===== src/rtl/reg_bank.sv =====
// reg_bank - register bank for the image down-sampling processor.
//
// Holds DAR, AC, R and R1-R5. Each one can be loaded from the shared bus,
// incremented, or cleared. AC can also be loaded from the ALU. A store code
// produces a registered byte-write strobe to data memory at address DAR.
//
// Ports
//   clk, rst_n          clock; asynchronous active-low reset
//   bus_in              shared datapath bus value
//   write_en            destination code: 1 DAR, 2 AC, 3 R, 4-8 R1-R5,
//                       9 data-memory store; all other codes do nothing
//   inc_en, clr_en      increment / clear codes, using the same 1-8 encoding
//   alu_out, alu_we     ALU result and the load strobe for AC
//   dar..r5             register contents
//   z_flag              registered flag, high when AC is zero
//   dm_we/addr/wdata    one-cycle data-memory store (registered)
module reg_bank #(
  parameter int WIDTH = 16,
  parameter int DM_W  = 8
) (
  input  logic             clk,
  input  logic             rst_n,
  input  logic [WIDTH-1:0] bus_in,
  input  logic [3:0]       write_en,
  input  logic [3:0]       inc_en,
  input  logic [3:0]       clr_en,
  input  logic [WIDTH-1:0] alu_out,
  input  logic             alu_we,
  output logic [WIDTH-1:0] dar,
  output logic [WIDTH-1:0] ac,
  output logic [WIDTH-1:0] r,
  output logic [WIDTH-1:0] r1,
  output logic [WIDTH-1:0] r2,
  output logic [WIDTH-1:0] r3,
  output logic [WIDTH-1:0] r4,
  output logic [WIDTH-1:0] r5,
  output logic             z_flag,
  output logic             dm_we,
  output logic [WIDTH-1:0] dm_addr,
  output logic [DM_W-1:0]  dm_wdata
);

  localparam int NUM_REGS = 8;
  localparam int AC_IDX   = 1;          // slot 0 is DAR, code = slot + 1
  localparam logic [3:0] ST_CODE = 4'd9;

  logic [NUM_REGS-1:0][WIDTH-1:0] regs_q, regs_d;
  logic                           z_q;
  logic                           dm_we_q;
  logic [WIDTH-1:0]               dm_addr_q;
  logic [DM_W-1:0]                dm_wdata_q;

  // Per-register next state. Priority: clear > ALU load (AC only) > write > increment.
  // Codes are compared one register at a time, so different registers named
  // by different enables in the same cycle all update on the same edge.
  always_comb begin
    regs_d = regs_q;
    for (int i = 0; i < NUM_REGS; i++) begin
      if (clr_en == 4'(i + 1))
        regs_d[i] = '0;
      else if (i == AC_IDX && alu_we)
        regs_d[i] = alu_out;
      else if (write_en == 4'(i + 1))
        regs_d[i] = bus_in;
      else if (inc_en == 4'(i + 1))
        regs_d[i] = regs_q[i] + 1'b1;   // wraps modulo 2^WIDTH
    end
  end

  always_ff @(posedge clk or negedge rst_n) begin
    if (!rst_n) begin
      regs_q     <= '0;
      z_q        <= 1'b1;
      dm_we_q    <= 1'b0;
      dm_addr_q  <= '0;
      dm_wdata_q <= '0;
    end else begin
      regs_q  <= regs_d;
      // Computed from the next AC so the flag lines up with the new AC value.
      z_q     <= (regs_d[AC_IDX] == '0);
      dm_we_q <= (write_en == ST_CODE);
      if (write_en == ST_CODE) begin
        // Uses the DAR value from before this edge, so a post-increment
        // of DAR in the same cycle does not move the store address.
        dm_addr_q  <= regs_q[0];
        dm_wdata_q <= bus_in[DM_W-1:0];
      end
    end
  end

  assign dar      = regs_q[0];
  assign ac       = regs_q[1];
  assign r        = regs_q[2];
  assign r1       = regs_q[3];
  assign r2       = regs_q[4];
  assign r3       = regs_q[5];
  assign r4       = regs_q[6];
  assign r5       = regs_q[7];
  assign z_flag   = z_q;
  assign dm_we    = dm_we_q;
  assign dm_addr  = dm_addr_q;
  assign dm_wdata = dm_wdata_q;

endmodule


===== config.mk =====
export PLATFORM = sky130hd
export DESIGN_NAME = reg_bank
export DESIGN_NICKNAME = d
export VERILOG_FILES = /design/src/rtl/reg_bank.sv
export SDC_FILE = /design/constraint.sdc
export NUM_CORES = 1
export LEC_CHECK = 0
export CORE_MARGIN = 2
export CORE_UTILIZATION = 40
export DETAILED_ROUTE_END_ITERATION = 12
export GPL_ROUTABILITY_DRIVEN = 0
export HOLD_SLACK_MARGIN = 0.15
export PLACE_DENSITY = 0.66
export SLEW_MARGIN = 15
export SYNTH_ARGS = -nofsm -noshare
export SYNTH_HDL_FRONTEND = slang
export SYNTH_SLANG_ARGS = --single-unit

===== constraint.sdc =====
create_clock -name clk -period 2.41 [get_ports clk]
set_clock_uncertainty 0.05 [all_clocks]
set_input_delay 0.482 -clock clk [delete_from_list [all_inputs] [get_ports clk]]
set_output_delay 0.482 -clock clk [all_outputs]
set_load 0.005 [all_outputs]

==> flow_results.org, run 1 <==
** Worst setup path
- For flop-to-flop paths, the worst setup slack is 0.13 ns.
- For the worst setup path, the data required time is 2.70 ns.
- In this run the critical register-to-register path is captured at z_flag.
- Crit Reg-Reg Startpoint :: ac[4]
- Chain of cells forming the critical path :: clkdlybuf4s15_1 > or4b_4 > clkbuf_16 > buf_8 > nor2_4 > nand4_1 > xor2_1 > a211oi_2 > a2111o_1 > nor4_2
- In this design, the stage delay of the slowest critical-path cell is 0.53 ns.
- The slowest stage of the critical path is the or4b_4 cell.
- The worst setup path is of the in -> reg kind.
- Of all nets on the critical path, the largest fanout is 3.
- Endpoint type of the worst setup path :: flop
- STA classifies the critical path startpoint as a primary input.
- Grouping stages by cell kind, the critical path spends the most delay in simple AND/OR/NAND/NOR gates.
- Buffers and inverters on the worst path :: 3
- The number of cells on the worst reg-to-reg path is 7.
- At the worst endpoint, the arrival time is 2.65 ns.

** Timing
- Measured against its own limit, the worst slew margin works out to 0.2101.
- Final Cycle Share :: 0.9778
- Derived from the worst setup path, the maximum achievable clock frequency is around 420 MHz.
- In the final timing run, aggregate negative setup slack is 0 ns.
- Fin Hold WS :: 0.4582 ns
- At the pin with the least slew margin, the transition time is around 1.2 ns.
- The final count of hold timing violations came to 0.
- Pins Over Slew Limit :: 0
- Clock period minus worst slack :: 2.357 ns
- Final-report setup violation count :: 0

** Floorplan
- For this design the top-level I/O count stands at roughly 200.
- Chip Width :: 151.2 um
- Row cnt :: 53
- Floorplan die height :: between 150 and 200 um
- After floorplanning, the core was sized to cover 21,150 sq um.
- Effective utilization at floorplan :: 0.4097
- The die covers approximately 23,000 sq um.

** Place
- Detailed placer's ending HPWL :: between 20,000 and 25,000 um
- Buffers added on ports :: 200

** Power
- Of the total power, the share spent switching nets is 0.3092.
- Power density relative to cell area :: 758.6 nW/um^2
- The internal portion of the total power is around 6.5 mW.
- The analysis attributes to cell leakage a power of a little over 5 nW.
- Relative contribution of the clock network to total power :: 0.288
- Of the total power, registers draw 0.415.
- Net load switching power :: 2.926 mW
- Combinational share of power :: 0.297
- IR analysis of the VDD net gives a maximum drop of roughly 0.00054 V.

** Flow run
- The tool flagged a number of max-cap violations equal to 0.

** Cells and area
- Area growth from synthesis to layout :: 43.98%
- Of the cells placed in the final design, the portion with a size suffix greater than 1 is 0.1757.
- In the final design database the tool counted ~1,300 nets.
- After filler insertion, the fill cell instance count of the layout stands at approximately 1,900.

** CTS
- Clock tree synthesis selected as its root buffer the cell clkbuf_16.
- Clock Latency Late Sink :: 0.43 ns
- The H-tree was split into 4 levels.
- Clock-pin slew on the worst setup and hold paths :: about 0.070 ns
- TritonCTS built the clock tree.
- TritonCTS Buffers :: 17
- Number of buffers on the longest clock path :: 2
- Num Clock Sinks :: 154

** GRT
- Maximum number of pins on one net before global-route repair :: 55
- The number of antenna violations at the first check in global routing came to 3.
- Global-route wire length before repair :: approximately 46,000 um
- Number of global-route vias before repair :: 7,948
- Global Route Usage Sum :: 0.2678
- Residual overflow from global routing :: 0

** Routing
- Vias per Instance :: about 5.5
- Final wirelength :: approximately 30,000 um
- Number of violations reported at the end of detailed-routing iteration 0 :: slightly below 600
- Number of iterations in the first detailed-routing pass :: 5
- Drt wl/cell :: 20.17 um
- Summing over every cut layer, the via total after detailed routing is around 8,000.
- Final ANT Viol Nets :: 0
- Total DRC errors in the routed layout :: 0

** Min path
- The min-delay analysis places its worst path in the category reg -> reg.
- Along the worst hold path, the cell count comes to 1.
- HP Start :: dm_addr[9]
- End of the worst hold path :: dm_addr[9]

** Logic synthesis
- Commonest cells in the netlist :: nor2_1, dfrtp_1, a211oi_1, nand2_1, xor2_1
- Dominant register cell in the synthesized netlist :: dfrtp_1
- Post-Synthesis Cells :: approximately 930
- The synthesized design contains 0 enable-type register cells.
- Total standard cell area after synthesis :: roughly 8700 sq um
- Most common cell in the netlist :: nor2_1
- The largest total area in the synthesized netlist belongs to dfrtp_1.
- The netlist uses 55 different library cells.
- Number of synthesized register bits :: between 150 and 200
- Of the post-synthesis cell area, the dominant cell type holds 0.4418.
- Sequential cell area fraction in the yosys report :: 0.4448
- Of all flip-flops after synthesis, the portion carrying an async set or reset was 1.000.
- Mapped Nets :: 983
- The Yosys step of the flow raised 0 warnings.
- Synth Area per Inst :: 9.338 sq um
- Dominant cells by area after synthesis :: dfrtp_1, a211oi_1, nor2_1

** Status
- Run status :: complete, no violations
-- flip-flops by register name, summed over array words and instances, names as in the netlist --
| name | flops |
|---|---|
| ac | 16 |
| dar | 16 |
| dm_addr | 16 |
| dm_wdata | 8 |
| dm_we | 1 |
| r | 16 |
| r1 | 16 |
| r2 | 16 |
| r3 | 16 |
| r4 | 16 |
| r5 | 16 |
| z_flag | 1 |
-- area by class of cell --
class	instances	area [sq um]	area share
clock buffer	19	442.9	0.03550
tap	275	344.1	0.02758
antenna	1	2.502	0.0002006
sequential	154	3856	0.3091
inverter	13	48.80	0.003911
timing repair buffer	318	2967	0.2378
multi-input combinational	696	4674	0.3746
clock inverter	12	141.4	0.01133
-- worst max path at each step --
| stage | startpoint | end | slack, ns | cells after the start |
|---|---|---|---|---|
| after floorplan | inc_en[3] | z_flag | -0.007 | 9 |
| after global placement | inc_en[3] | z_flag | -0.49 | 9 |
| after detailed placement | inc_en[3] | z_flag | -0.59 | 9 |
| after CTS | inc_en[2] | z_flag | 0.001 | 9 |
| after global routing | inc_en[1] | z_flag | -0.004 | 10 |
| final | inc_en[1] | z_flag | 0.05 | 10 |
-- layout by cell type (no fill, tap or decap), types with 4 or more instances in the layout --
master,count
a211oi_1,112
a21oi_1,12
and2_1,4
and3_1,25
and4_1,7
buf_12,5
buf_4,110
clkbuf_16,18
clkdlybuf4s50_1,194
clkinvlp_4,4
dfrtp_1,152
ha_1,7
inv_1,13
mux2_2,24
mux2i_1,11
nand2_1,69
nand2b_1,4
nand3_1,35
nand4_1,24
nor2_1,153
nor3_1,19
nor3_2,7
o21ai_0,7
xnor2_1,52
xor2_1,65
-- power by group through the flow --
stage / registers, mW / clock network, mW / logic [mW]
final: 3.93 / 2.73 / 2.81
after global routing: 4.01 / 2.89 / 3.06
after CTS: 3.91 / 2.76 / 2.82
after detailed placement: 3.94 / 0 / 2.79
after global placement: 3.94 / 0 / 2.74
after floorplan: 3.81 / 0 / 1.07
-- kinds of logic (layout without fill, tap and decap cells) --
family | count (synthesis) | count (layout) | synth area share
multiplexers | 36 | 36 | 0.04649
flip-flops | 154 | 154 | 0.4448
XOR/XNOR | 119 | 119 | 0.1203
AO/OA/AOI/OAI | 149 | 149 | 0.1243
other | 0 | 1 | 0
adder cells (fa/ha/maj) | 8 | 8 | 0.01155
AND/OR/NAND/NOR | 384 | 384 | 0.2150
buffers and inverters | 78 | 362 | 0.03754
-- worst register-to-register path, cell delays in order (launching register included) --
cell	delay, ns
dfrtp_1	0.49
nand4_1	0.38
nor3_4	0.28
xnor2_2	0.15
o22ai_2	0.12
a2111oi_2	0.29
nand4bb_1	0.19
nor4_2	0.25
-- stage by stage --
stage	worst slack [ns]	util	instance area (sq um)	total power, mW	instances
6_report	0.05347	0.5898	12480	9.465	1488
5_1_grt	-0.004124	0.5898	12480	9.963	1488
4_1_cts	0.001443	0.5866	12410	9.497	1484
3_5_place_dp	-0.5906	0.5527	11690	6.728	1447
3_3_place_gp	-0.4890	0.5527	11690	6.680	1447
2_1_floorplan	-0.007438	-	8727	4.880	928
-- layer usage --
| layer | track usage | up-vias | wire length, um | part of all wire |
|---|---|---|---|---|
| met5 | 0 | - | 29 | 0.00097 |
| met4 | 0.06963 | 4 | 554 | 0.018 |
| met3 | 0.06295 | 46 | 2251 | 0.075 |
| met2 | 0.4115 | 340 | 13620 | 0.45 |
| met1 | 0.3812 | 4002 | 13550 | 0.45 |
| li1 | - | 3834 | - | - |
-- timing repair --
action	in CTS	in global routing
resized for setup	18	20
hold buffers	1	0
pin swaps	14	11
cloned	1	0
endpoints found under the setup margin	2	3
setup buffers	5	3
hold endpoints to repair	48	0
No activity file was read; power rests on OpenSTA's default activity.
==> inputs of run 2 (changes only) <==
Settings changed: CORE_UTILIZATION 40 to 51, PLACE_DENSITY 0.66 to 0.81.
==> flow_results.org, run 2 (same netlist as run 1, synthesis figures left out) <==
** Worst setup path
- STA classifies the critical path endpoint as a flop.
- Type of element launching the critical path :: primary input
- The most numerous cell type found on the critical path is buf_4.
- Chain of cells forming the critical path :: clkdlybuf4s50_1 > buf_4 > nor4b_2 > buf_4 > nor2_1 > buf_4 > a311oi_1 > a2111oi_2 > nand4bb_1 > nor4_2
- Crit Reg-Reg Startpoint :: ac[1]
- Data on the critical path arrives at its endpoint at between 2 and 3 ns.
- For the worst setup path, the data required time is approximately 2.7 ns.
- Highest cell delay on the worst timing path :: between 0.5 and 0.6 ns
- Critical path type :: in -> reg
- Crit path launch :: write_en[3]
- Buffers and inverters on the worst path :: 4
- Highest-delay cell along the critical path :: clkdlybuf4s50_1
- Grouping stages by cell kind, the critical path spends the most delay in buffers and inverters.
- Max Fanout on Critical Path :: 6

** CTS
- Clock-pin slew on the worst setup and hold paths :: approximately 0.06 ns
- Number of buffers on the longest clock path :: 2
- Num Clock Sinks :: around 150
- Clock tree from TritonCTS :: yes
- Buffers inserted during clock tree synthesis total 17.
- The clock tree synthesis step divided the H-tree into 4 levels.
- For the worst-skew pair, the clock arrives at the later sink with an insertion delay of about 0.43 ns.
- CTS placed an instance of clkbuf_16 at the clock tree root.

** GRT
- For this run, the total global-route usage over all layers was measured as 0.3338.
- The via count of the first global-routing pass was 8,593.
- For met3 alone, demand over resource in global routing was 0.07596.
- Maximum number of pins on one net before global-route repair :: 60
- Residual overflow from global routing :: 0
- In the global route stage, met1 resource usage came out at 0.4199.
- met2 is the most crowded layer.
- The first global-routing pass estimated around 46,000 um of wire.
- For this run, global-route usage on met2 was measured as 0.5332.
- Number of antenna violations at the first check in global routing :: 3

** Routing
- Vias per Instance :: roughly 6.0
- In the final routed layout, each cell accounts on average for 20.64 um.
- In this run, the number of DRC markers left after iteration 0 of detailed routing was 946.
- For this run, design rule violations remaining after detail routing come to 0.
- Number of iterations in the first detailed-routing pass :: 5
- Once detail routing completed, the nets flagged for antenna violations numbered 0.
- Summed over all layers, the routed wires come to between 20,000 and 30,000 um.
- The detailed router placed approximately 8,600 vias in this run.

** Cells and area
- In the final layout, the share of cells above drive strength 1 is 0.1750.
- Leading cell type in the layout, fill and taps excluded :: clkdlybuf4s50_1
- Excluding fillers, the count of instances in the completed layout stands at about 1,400.
- Area growth from synthesis to layout :: 45.24%
- Core utilization of the finished layout :: 0.7589
- Fillcell total :: ~1,100
- Layout Nets :: 1,259
- Most frequent cells in the layout :: clkdlybuf4s50_1, dfrtp_1, nor2_1

** Timing
- In the post-route analysis, the smallest setup slack over all paths is approximately 0.059 ns.
- Final Cycle Share :: 0.9756
- Final-report setup violation count :: 0
- Derived from the worst setup path, the maximum achievable clock frequency is between 400 and 500 MHz.
- Setup repair after global routing could not meet its margin everywhere.
- Transition time at the pin with the least slew margin :: 1.150 ns
- The final count of hold timing violations was 0.
- Counting I/O delays and the setup requirement, the final critical path takes between 2 and 2.5 ns.
- Setup TNS :: 0 ns
- Rel. slew slack :: 0.2307
- The final-report max-slew violation count is 0.

** Min path
- Class of the most critical hold timing path :: reg -> reg
- The startpoint identified for the worst hold timing path is dm_addr[11].

** Floorplan
- Effective utilization at floorplan :: 0.5226
- Die area :: between 15,000 and 20,000 sq um
- Chip Width :: between 100 and 150 um
- Num ports :: 201
- The total area inside the core boundary comes to 16,580 sq um.
- The floorplan has 47 rows.
- The die is ~130 um tall.

** Place
- Prior to clock tree synthesis, the placed netlist has a worst setup slack of -0.5393 ns.
- Buffers added on ports :: 200
- The HPWL after detailed placement is roughly 21,000 um.
- The number of placed instances, taps included, is 1,396.

** Status
- The run finished with clean final reports.

** Flow run
- Across the run, the number of max-cap violations was 0.

** Power
- Power density relative to cell area :: slightly below 800 nW/um^2
- VDD sags by at most a little under 0.0006 V.
- Leakage Power :: about 5.2 nW
- Power after layout :: a little under 10 mW
run 2: final timing paths:
kind | end | slack, ns | depth (start not counted)
worst max-delay path | z_flag | 0.06 | 10
worst min-delay path | dm_addr[11] | 0.45 | 1
worst max register to register | z_flag | 0.12 | 7
worst min register to register | dm_addr[11] | 0.45 | 1
max in group asynchronous | r1[0] | 1.06 | 3
min in group asynchronous | r2[13] | 0.53 | 2
run 2: what timing repair did:
| item | CTS | global route |
|---|---|---|
| hold buffers | 1 | 0 |
| setup buffers | 6 | 1 |
| pin swaps | 19 | 4 |
| setup endpoints to repair | 13 | 4 |
| gates cloned | 1 | 0 |
| resized for setup | 18 | 12 |
| endpoints found under the hold margin | 53 | 0 |
run 2: layout make-up:
cell class                      instances  area (sq um)  share of cell area
Clock inverter                         14         219.0             0.01740
Inverter                               13         48.80            0.003877
Clock buffer                           18         429.2             0.03410
Sequential cell                       154          3855              0.3063
Antenna cell                            2         5.005           0.0003977
Tap cell                              220         275.3             0.02187
Timing Repair Buffer                  322          3089              0.2455
Multi-Input combinational cell        696          4664              0.3706
run 2: worst reg2reg max path, stage by stage, from the launching register on:
cell	delay (ns)
dfrtp_1	0.48
nand3_1	0.41
nor3_4	0.32
xnor2_1	0.15
o22ai_1	0.14
a2111oi_2	0.23
nand4bb_1	0.19
nor4_2	0.24
run 2: per-layer routing:
metal	vias to the layer above	share of wire
met5	-	0
met4	0	0.048
met3	99	0.089
met2	464	0.47
met1	4163	0.39
li1	3855	-
run 2: power by group:
group	total [mW]	switching [mW]	internal [mW]
Sequential	3.93	0.752	3.18
Combinational	2.88	1.07	1.82
Clock	2.96	1.12	1.84
run 2: through the flow:
step / hold WS (ns) / instance area (sq um)
after floorplan: 0.1364 / 8727
after global placement: 0.4384 / 11720
after detailed placement: 0.4446 / 11720
after CTS: 0.4596 / 12520
after global routing: 0.4753 / 12590
final: 0.4536 / 12590
==> inputs of run 3 (changes only) <==
Settings changed: MAX_ROUTING_LAYER set to met4, TNS_END_PERCENT set to 5.
==> flow_results.org, run 3 (same netlist as run 1, synthesis figures left out) <==
** Status
- The run finished with clean final reports.

** Power
- IR analysis of the VDD net gives a maximum drop of between 0.0005 and 0.0006 V.
- Combinational share of power :: 0.296
- The share of total power dissipated in sequential elements is 0.402.
- Switching Fraction :: 0.3012
- Net load switching power :: between 2 and 3 mW
- In this run the static leakage power is between 5 and 6 nW.
- The internal power of the cells totals 6.835 mW.
- Relative contribution of the clock network to total power :: 0.302
- Power spread over the standard cell area amounts to just under 800 nW/um^2.

** GRT
- For met1 alone, demand over resource in global routing was 0.4173.
- GR Util met2 :: 0.5309
- Residual overflow from global routing :: 0
- Layer carrying the most global-route usage :: met2
- The number of antenna violations at the first check in global routing came to 3.
- Number of global-route vias before repair :: 8,540
- The first global-routing pass estimated about 46,000 um of wire.
- Entering global routing, the biggest net connects 60 pins.
- Met3 usage in global routing :: 0.07445
- Across every metal layer, demand over resource in global routing totals 0.3412.

** CTS
- Num Clock Sinks :: ~150
- TritonCTS built the clock tree.
- After clock tree synthesis, the clock-pin slew on the worst setup and hold paths is 0.07 ns.
- The H-tree was split into 4 levels.
- The longest clock path from root to sink contains 2 buffers.
- In this run the clock root is driven by a clkbuf_16.
- Clock Latency Late Sink :: 0.44 ns
- TritonCTS Buffers :: 17

** Timing
- Setup violations remaining at the end of the flow were counted as 0.
- Final Cycle Share :: 0.9792
- Hold timing on the final database bottoms out at a slack of ~0.45 ns.
- Clock period minus worst slack :: roughly 2.4 ns
- The final-report max-slew violation count is 0.
- Maximum achievable frequency :: 423.8 MHz
- Transition time at the pin with the least slew margin :: between 1 and 1.5 ns
- Fin. Hold Viols :: 0
- Measured against its own limit, the worst slew margin works out to 0.1835.

** Routing
- Before antenna repair, the detailed router went through 8 iterations.
- In this run, the number of DRC markers left after iteration 0 of detailed routing was 974.
- Vias per Instance :: between 6 and 7
- Final ANT Viol Nets :: 0
- For this run, design rule violations remaining after detail routing come to 0.
- DR vias :: slightly below 9,000
- Final wirelength :: ~30,000 um
- After detailed routing, the average wire length per cell comes to ~21 um.

** Place
- After detailed placement, the total cell area comes to roughly 12,000 sq um.
- The count of buffers added on input and output ports is 200.
- After legalization and detailed placement, the total HPWL measured 20,820 um.

** Cells and area
- Final std cell area, no fill :: roughly 13,000 sq um
- Leading cell type in the layout, fill and taps excluded :: clkdlybuf4s50_1
- Relative to the synthesized area, the layout overhead comes to 45.49%.
- Leaving out fill and tap cells, the most frequent cells in the layout are clkdlybuf4s50_1, dfrtp_1, nor2_1.
- Share of post-route cells with drive strength above 1 :: 0.1797
- At the end of the flow, the number of nets in the layout was around 1,300.
- The filler cells instantiated in the layout total between 1,000 and 1,500.

** Flow run
- The tool flagged a number of max-cap violations equal to 0.

** Worst setup path
- Data arrival, critical path :: roughly 2.7 ns
- Max Fanout on Critical Path :: 11
- Data required time of the critical path :: around 2.7 ns
- Endpoint type of the worst setup path :: flop
- Type of element launching the critical path :: primary input
- Critical path type :: in -> reg

** Floorplan
- In this run the horizontal extent of the chip is around 130 um.
- The floorplan has 47 rows.
- about 200 I/O pins were placed.
- Effective utilization at floorplan :: 0.5226
- Floorplan die height :: between 100 and 150 um
- The die covers around 18,000 sq um.
- Core area :: approximately 17,000 sq um

** Min path
- In this run the worst hold path is classified as reg -> reg.
## run 3: cell count changes in the layout (fill, tap and decap cells not counted), sizes merged
cell	change
dlymetal6s2s	+4
diode	+1
buf	-5
dlygate4sd2	-4
clkbuf	+1
## run 3: metal layers
layer,up-vias,part of all wire
met5,-,0
met3,141,0.093
met4,0,0.050
met1,4175,0.39
li1,3857,-
met2,517,0.47
## run 3: critical path, stage by stage
cell	delay [ns]
clkdlybuf4s50_1	0.48
or4b_4	0.58
buf_12	0.17
nand2_2	0.12
o22ai_2	0.11
a2111oi_4	0.29
nand4bb_1	0.17
nor4_2	0.26
## run 3: area by class of cell
cell class	count	area (sq um)	share of cell area
Clock inverter	14	219.0	0.01737
Antenna cell	3	7.507	0.0005954
Tap cell	220	275.3	0.02183
Sequential cell	154	3855	0.3057
Clock buffer	18	429.2	0.03404
Multi-Input combinational cell	696	4715	0.3739
Inverter	13	48.80	0.003870
Timing Repair Buffer	318	3059	0.2426
## run 3: per-stage QoR
stage                 util   TNS (ns)  power, mW  instances  worst slack (ns)
floorplan                -  -0.007438      4.880        928         -0.007438
global placement    0.7066     -18.41      6.647       1396           -0.4932
detailed placement  0.7066     -22.14      6.749       1396           -0.5393
CTS                 0.7496   -0.07270      9.742       1430          -0.03692
global route        0.7603  -0.006271      10.18       1436         -0.006271
finish              0.7603          0      9.782       1436           0.05018
## run 3: power groups by stage
stage          registers (mW)  logic, mW  clock network, mW
3_5_place_dp             3.92       2.83                  0
5_1_grt                  4.00       3.11               3.07
6_report                 3.93       2.89               2.96
3_3_place_gp             3.91       2.74                  0
2_1_floorplan            3.81       1.07                  0
4_1_cts                  3.91       2.87               2.97
## run 3: worst paths after layout
kind	from	endpoint	slack (ns)	cells after the start
worst max-delay path	clr_en[0]	z_flag	0.05	8
worst min-delay path	dm_addr[11]	dm_addr[11]	0.45	1
worst max register to register	ac[4]	z_flag	0.08	6
worst min register to register	dm_addr[11]	dm_addr[11]	0.45	1
max in group asynchronous	rst_n	r1[0]	1.05	3
min in group asynchronous	rst_n	r2[11]	0.54	2
## run 3: timing repair
action,CTS,global route
gates resized for setup,10,28
pin swaps,3,13
gates cloned,0,1
endpoints found under the setup margin,13,36
buffers inserted,1,2
hold buffers,1,0
hold endpoints to repair,53,0
